## src/rtl/bcd_pkg.sv

```systemverilog
// Shared types and constants for the sequential binary-to-BCD converter.
package bcd_pkg;

  typedef enum logic [1:0] {
    IDLE  = 2'd0,
    SHIFT = 2'd1,
    DONE  = 2'd2
  } state_t;

  localparam int          BCD_DIGITS = 8;
  localparam int          NIB_W      = 4;
  localparam int          BCD_W      = BCD_DIGITS * NIB_W;
  localparam logic [3:0]  ADJ_THRESH = 4'd5;
  localparam logic [3:0]  ADJ_ADD    = 4'd3;
  localparam logic [3:0]  OVF_NIBBLE = 4'hE;
  localparam int unsigned MAX_DEC    = 99_999_999;

endpackage

```

## src/rtl/bin2bcd_seq_if.sv

```systemverilog
// Request/result bundle between a conversion requester and bin2bcd_seq.
interface bin2bcd_seq_if #(
  parameter int IN_W = 32
);
  logic            i_start;
  logic [IN_W-1:0] i_bin;
  logic            o_busy;
  logic            o_done;
  logic            o_ovf;
  logic [63:0]     o_data;

  // Requester side: issues start/value, observes status and result.
  modport master (
    output i_start, i_bin,
    input  o_busy, o_done, o_ovf, o_data
  );

  // Converter side.
  modport slave (
    input  i_start, i_bin,
    output o_busy, o_done, o_ovf, o_data
  );
endinterface

```

## src/rtl/bcd_digit_adj.sv

```systemverilog
// One double-dabble digit correction: a nibble of 5 or more gets +3 so
// that the following left shift carries correctly into the next digit.
module bcd_digit_adj
  import bcd_pkg::*;
(
  input  logic [NIB_W-1:0] nib_in,
  output logic [NIB_W-1:0] nib_out
);

  assign nib_out = (nib_in >= ADJ_THRESH) ? nib_in + ADJ_ADD : nib_in;

endmodule

```

## src/rtl/bin2bcd_seq.sv

```systemverilog
// Sequential binary to 8-digit packed BCD converter, one input bit per clock.
// Upper 32 bits of o_data stay zero so the display driver sees plain digits.
module bin2bcd_seq
  import bcd_pkg::*;
#(
  parameter int          IN_W    = 32,
  parameter int unsigned MAX_DEC = bcd_pkg::MAX_DEC
) (
  input  logic         clk,
  input  logic         rst,
  bin2bcd_seq_if.slave bus
);

  localparam int CNT_W = (IN_W > 1) ? $clog2(IN_W) : 1;
  localparam logic [CNT_W-1:0] CNT_LAST = CNT_W'(IN_W - 1);
  localparam logic [BCD_W-1:0] OVF_WORD = {BCD_DIGITS{OVF_NIBBLE}};

  state_t           state, state_nxt;
  logic [IN_W-1:0]  bin_sr;
  logic [BCD_W-1:0] bcd_sr;
  logic [BCD_W-1:0] bcd_adj;
  logic [CNT_W-1:0] cnt;
  logic             ovf_pend;
  logic [BCD_W-1:0] data_q;
  logic             ovf_q;
  logic             done_q;

  // Per-digit add-3 correction applied before every shift.
  for (genvar g = 0; g < BCD_DIGITS; g++) begin : g_adj
    bcd_digit_adj u_adj (
      .nib_in  (bcd_sr [g*NIB_W +: NIB_W]),
      .nib_out (bcd_adj[g*NIB_W +: NIB_W])
    );
  end

  // State register.
  always_ff @(posedge clk) begin
    // NOTE: clocked state always uses non-blocking (<=) so every register
    // sees the pre-edge values of the others, regardless of statement order.
    if (rst) state <= IDLE;
    else     state <= state_nxt;
  end

  // Next-state logic: accept in IDLE, IN_W shift steps, one DONE cycle.
  always_comb begin
    // NOTE: default first so no path through the case leaves state_nxt
    // unassigned, which would otherwise infer a latch.
    state_nxt = state;
    unique case (state)
      IDLE:    if (bus.i_start)     state_nxt = SHIFT;
      SHIFT:   if (cnt == CNT_LAST) state_nxt = DONE;
      DONE:                         state_nxt = IDLE;
      default:                      state_nxt = IDLE;
    endcase
  end

  // Datapath: load on accept, shift-and-add-3 in SHIFT, publish when leaving DONE.
  always_ff @(posedge clk) begin
    if (rst) begin
      bin_sr   <= '0;
      bcd_sr   <= '0;
      cnt      <= '0;
      ovf_pend <= 1'b0;
      data_q   <= '0;
      ovf_q    <= 1'b0;
      done_q   <= 1'b0;
    end else begin
      // Result strobe lines up with the cycle where o_data/o_ovf are new.
      done_q <= (state == DONE);
      unique case (state)
        IDLE: begin
          if (bus.i_start) begin
            bin_sr   <= bus.i_bin;
            bcd_sr   <= '0;
            cnt      <= '0;
            ovf_pend <= (64'(bus.i_bin) > 64'(MAX_DEC));
          end
        end
        SHIFT: begin
          // The corrected top nibble's MSB falls off; only matters on overflow.
          bcd_sr <= BCD_W'({bcd_adj, bin_sr[IN_W-1]});
          bin_sr <= bin_sr << 1;
          cnt    <= cnt + 1'b1;
        end
        DONE: begin
          data_q <= ovf_pend ? OVF_WORD : bcd_sr;
          ovf_q  <= ovf_pend;
        end
        default: ;
      endcase
    end
  end

  assign bus.o_busy = (state != IDLE);
  assign bus.o_done = done_q;
  assign bus.o_ovf  = ovf_q;
  assign bus.o_data = {32'd0, data_q};

endmodule

```

## src/flat_wrapper.sv

```systemverilog
// flat-port wrapper written by rule: the top's interface ports become plain ports
module bin2bcd_seq_flat import bcd_pkg::*;
#(
  parameter int          IN_W    = 32,
  parameter int unsigned MAX_DEC = bcd_pkg::MAX_DEC
)
  (clk, rst, bus_i_start, bus_i_bin, bus_o_busy, bus_o_done, bus_o_ovf, bus_o_data);
  bin2bcd_seq_if #(.IN_W(IN_W)) bus_i ();
  input  logic clk;
  input  logic rst;
  input wire logic [$bits(bus_i.i_start)-1:0] bus_i_start;
  input wire logic [$bits(bus_i.i_bin)-1:0] bus_i_bin;
  output wire logic [$bits(bus_i.o_busy)-1:0] bus_o_busy;
  output wire logic [$bits(bus_i.o_done)-1:0] bus_o_done;
  output wire logic [$bits(bus_i.o_ovf)-1:0] bus_o_ovf;
  output wire logic [$bits(bus_i.o_data)-1:0] bus_o_data;
  assign bus_i.i_start = bus_i_start;
  assign bus_i.i_bin = bus_i_bin;
  assign bus_o_busy = bus_i.o_busy;
  assign bus_o_done = bus_i.o_done;
  assign bus_o_ovf = bus_i.o_ovf;
  assign bus_o_data = bus_i.o_data;
  bin2bcd_seq #(.IN_W(IN_W), .MAX_DEC(MAX_DEC)) u_core (.clk(clk), .rst(rst), .bus(bus_i));
endmodule
```

## config.mk

```make
export PLATFORM = sky130hd
export DESIGN_NAME = bin2bcd_seq_flat
export DESIGN_NICKNAME = d
export VERILOG_FILES = /design/src/rtl/bcd_pkg.sv /design/src/rtl/bin2bcd_seq_if.sv /design/src/rtl/bcd_digit_adj.sv /design/src/rtl/bin2bcd_seq.sv /design/src/flat_wrapper.sv
export SDC_FILE = /design/constraint.sdc
export NUM_CORES = 1
export LEC_CHECK = 0
export ABC_AREA = 1
export CORE_AREA = 8 8 105 107
export DETAILED_ROUTE_END_ITERATION = 7
export DIE_AREA = 0 0 113 115
export PLACE_DENSITY_LB_ADDON = 0.12
export SLEW_MARGIN = 20
export SYNTH_ARGS = -nofsm -noshare
export SYNTH_HDL_FRONTEND = slang
export SYNTH_SLANG_ARGS = --single-unit
```

## constraint.sdc

```tcl
create_clock -name clk -period 2.41 [get_ports clk]
set_clock_uncertainty 0.15 [all_clocks]
set_input_delay 0.482 -clock clk [delete_from_list [all_inputs] [get_ports clk]]
set_output_delay 0.482 -clock clk [all_outputs]
set_load 0.02 [all_outputs]
```

* Word-level counts from Yosys, hierarchy flattened
Cells that the tools add are included. Widths: inputs -> output; s select.
Cells by class: add/sub/neg operators 9, $lt $le $gt $ge 9, equal/unequal tests 5, mux-type cells 18, reduce and logical (&&, ||, !) cells 6
Operators with widths (count):
- $pmux 32 s2 | 2
- $mux 32 | 3
- $ge 4x3->1 const B | 8
- $gt 32x27->1 const B | 1
- $add 4x2->4 const B | 7
- $mux 4 | 7
- $pmux 5 s2 | 1
- $reduce_and 2->1 | 3
- $add 5x1->5 const B | 1
- $eq 5x5->1 const B | 1
- $mux 5 | 1
- $mux 2 | 2
- $pmux 2 s2 | 1
- $reduce_bool 2->1 | 2
- $add 3x2->3 const B | 1
- $mux 3 | 1
- $eq 2x1->1 const B | 1
- $eq 2x2->1 const B | 1
- $logic_not 2->1 | 1
- $ne 2x1->1 const B | 1
- $ne 2x2->1 const B | 1
Storage, ports and cells: register bits after elaboration 106

* Depth between registers and ports, before layout
depth in word-level cells 3, mapped depth 9, depth with buffers taken out 9

* By module
A second synthesis with hierarchy kept.
Second synthesis, totals: cells, all modules 732, area total of the unflattened synthesis 5525.3 sq um
By module, submodules not included:
- bin2bcd_seq | times used 1, cells an instance 548, area each 4444.3 sq um, sequential area each 2122.0 sq um
- bcd_digit_adj | times used 8, cells an instance 23, area each 135.1 sq um, sequential area each 0.0 sq um

* Least setup slack after synthesis
No wires, ideal clock.
kind reg-to-reg, start point register u_core.bcd_sr[0], end point register u_core.bcd_sr[2], data arrival time 1.252 ns, required time 2.128 ns, slack 0.876 ns, cell stages (with the launch flop) 8, clock period less this slack 1.534 ns, cells stage by stage dfxtp_1 inv_1 ha_1 or2_2 nand3_1 a21oi_1 o21ai_1 a21oi_1
Between the ends: longest elaborated chain between the ends 3, elaborated cells between the ends (all ways) 4, those cells by class add/sub (1); order compare (1); mux (2)
RTL lines:
- start, declared | line bin2bcd_seq.sv:20 | logic [BCD_W-1:0] bcd_sr;
- start signal, assigned | line bin2bcd_seq.sv:81 | bcd_sr <= BCD_W'({bcd_adj, bin_sr[IN_W-1]});
- $add 4x2->4 / $ge 4x3->1 (equally long branches) | line bcd_digit_adj.sv:10 | assign nib_out = (nib_in >= ADJ_THRESH) ? nib_in + ADJ_ADD : nib_in;
- $mux 4 * | line bcd_digit_adj.sv:10
- $pmux 32 s2 * | line bin2bcd_seq.sv:70 | unique case (state)
Every way passes the cells marked *; elsewhere a longest branch is shown, timed or not. A chain may end at the register's enable or synchronous reset.

* Final worst setup path
start point register u_core.state[1], end point output bus_o_busy
Between the ends: longest elaborated chain between the ends 1
RTL lines:
- start, declared | line bin2bcd_seq.sv:18 | state_t state, state_nxt;
- start signal, assigned | line bin2bcd_seq.sv:41 | else state <= state_nxt;
- $reduce_bool 2->1 | line bin2bcd_seq.sv:94 | assign bus.o_busy = (state != IDLE);
- end, declared | line flat_wrapper.sv:13 | output wire logic [$bits(bus_i.o_busy)-1:0] bus_o_busy;
No other way between the ends.

==> impl_results.md <==
- Status: finished clean
- Critical Path Source Type: flop
- Vias in the first global route: ~4,400
- Worst vdd ir: approximately 0.00034 V
- CTS tree: built
- Final nets: 788
- Post_cts resized: 0
- Total number of vias: about 4,500
- Worst Setup SP: u_core.state[1]$_SDFFE_PP0P_
- Cell variety after synth: 31
- Number of synthesis warnings: 0
- Critical path cell sequence: inv_2 > nand2_2 > clkdlybuf4s50_1
- Total Power: roughly 3.5 mW
- Crit path largest cell delay: about 610 ps
- Fin crit period: approximately 2300 ps
- Main synth FF type: dfxtp_1
- Part of the cycle the worst path needs: roughly 94%
- Fin. max-slew vios: 0
- Ant diodes: 0
- First-pass GRT wire length: about 20 mm
- Post-Syn Area: between 5000 and 6000 um2
- Fin Setup TNS: 0 ps
- Fin worst setup slack: 153 ps
- Critical Path AT: roughly 1600 ps
- Cells after Synth: ~680
- Post-synth EDFFs: 0
- Global route overflow: 0
- Clock Sinks: ~110
- HP Start: u_core.bin_sr[18]$_SDFFE_PP0P_
- Final WL: around 12 mm
- Crit path kind: reg2out
- Post-DP HPWL: between 8 and 9 mm
- WP buf/inv: 2
- Row cnt: 36
- Main area contributors after synthesis: dfxtp_1 (41%), nand2_1 (10%), a21oi_1 (8.0%)
- Avg WL per Cell: around 14 um
- Power density cells: between 500 and 600 nW/um2
- Vias per inst: about 5.3
- Static leakage: roughly 2.3 nW
- Clk buf depth: 2
- Drt pass-1 iters: 4
- # DRC: 0
- Avg Inst Size Synth: 7.54 um2
- Placed insts: ~840
- Setup violators final: 0
- Port bufs: 69
- Total CTS buffers: 9
- CTS clk-pin slew, worst paths: roughly 90 ps
- Placement Setup Slack: ~61 ps
- Ys async rst share: 0%
- Synthesis-to-layout area growth: 16.1%
- Overall routing resource usage: 17.9%
- Hold Violations, Final: 0
- Share of cells above drive strength 1: 6.50%
- Crit. End Element: output port
- Die height: 115 um
- Worst hold path type: reg2reg
- RSZ-0062 raised after global routing: false
- Worst path top cell family by delay: buffers and inverters
- WP data required: between 1500 and 2000 ps
- Worst r2r src: u_core.state[1]$_SDFFE_PP0P_
- CTS H-tree lvls: 3
- Initial cell density of the core: 54.1%
- Core Box Area: around 9500 um2
- Global placer's final weighted congestion: 0.819
- Slew headroom: between 40 and 50%
- Clock Latency Late Sink: 360 ps
- FMAX: 443 MHz
- Max Cap Viol: 0
- Hold_ws: between 200 and 300 ps
- Synth top area share: between 40 and 50%
- Worst path slowest cell: clkdlybuf4s50_1
- Postcts setup bufs: 0
- Die width: roughly 110 um
- Die area: roughly 13,000 um2
- Slew @ Worst Pin: 884 ps
- Initial antenna violation count: 0
- Seq/Total Area, Yosys: 41.4%
- CTS hold repair buffers: 0
- Synthesis-stage register bit count: between 100 and 150
- Largest net degree at the start of global routing: 69
- Clock root buffer: clkbuf_8
- IO Pins: approximately 100
- Cell Count, Final, Fillers Out: 852
- Top cell type by total area after synthesis: dfxtp_1
- Routed Antenna Nets: 0
- DR iter-0 viols: approximately 280
- CP Max Fanout: 5
[worst min-delay path, delay by kind of cell, from the launching register on]
| kind | cells | cell delay (ps) |
|---|---|---|
| DFF | 1 | 320 |
| AOI/OAI and AO/OA | 1 | 50 |
| buffers and inverters | 1 | 40 |
[per-stage QoR]
step                      instance area (um2)  utilization [%]
after global routing                     5940             62.8
after floorplan                          5240                -
after detailed placement                 5720             60.4
after global placement                   5720             60.4
final                                    5940             62.8
after CTS                                5940             62.8
[flip-flops by register name, indices dropped and copies added, names as in the netlist]
signal             count
u_core.bcd_sr         32
u_core.bin_sr         32
u_core.data_q         32
u_core.cnt             5
u_core.state           2
u_core.bus.o_done      1
u_core.bus.o_ovf       1
u_core.ovf_pend        1
[per-layer routing]
metal,track usage [%],up-vias,wire length [um]
met1,20.2,2077,5160
met2,32.2,138,5620
met5,0,-,0
met3,3.52,16,720
li1,-,2302,-
met4,7.99,0,150
[synth_stat cells, types with 2 or more instances]
master,number
buf_4,41
inv_2,5
nand2_1,137
nand4_1,11
a221oi_1,2
o221ai_1,20
dfxtp_1,106
nor3_1,3
nor2_1,28
buf_6,3
nor2_4,2
buf_2,9
nand3_1,48
nor2_2,2
or2_2,8
ha_1,18
a21oi_1,82
inv_1,67
xor2_1,7
nand2_2,2
clkbuf_1,13
a31oi_1,5
o21ai_0,48
o21ai_1,5
[path summary, 6_finish.rpt]
kind	endpoint	slack, ps	depth (start not counted)
min reg2reg	u_core.bin_sr[18]$_SDFFE_PP0P_	300	2
max	bus_o_busy	150	3
min	u_core.bin_sr[18]$_SDFFE_PP0P_	300	2
max reg2reg	u_core.cnt[2]$_SDFFE_PP0P_	400	6
[where the power goes]
group | leakage (nW) | switching [mW] | internal [mW]
registers | 0.861 | 0.0293 | 1.81
logic | 1.32 | 0.245 | 0.125
clock network | 0.107 | 0.582 | 0.679
[kinds of logic after synthesis]
kind of cell,synth area share (%)
compound gates,18.2
xor+xnor,1.20
fa+ha+maj,4.40
buf+inv,13.9
flops,41.4
other cells,0.0732
simple gates,20.9
[layout by cell type (no fill, tap or decap), types with 2 or more instances in the layout]
cell type	n
o21ai_1	5
conb_1	32
inv_1	67
nor2_1	28
a31oi_1	5
nor3_1	3
a221oi_1	2
ha_1	18
nand4_1	11
nor2_4	2
clkinvlp_4	2
or2_2	8
o221ai_1	20
bufinv_16	3
clkbuf_8	9
nand3_1	48
clkdlybuf4s50_1	68
xor2_1	7
nand2_1	137
o21ai_0	48
nor2_2	2
inv_2	5
buf_4	12
nand2_2	2
a21oi_1	82
dfxtp_1	106
[area by class of cell]
class	instances	area, um2
multi-input cells	465	2400
repair buffers	81	776
well taps	114	143
clock buffers	9	124
inverters	72	270
fillers	874	3510
flip-flops and latches	106	2120
clock inverters	5	105
Note: power is estimated with default switching activity, not from simulation.
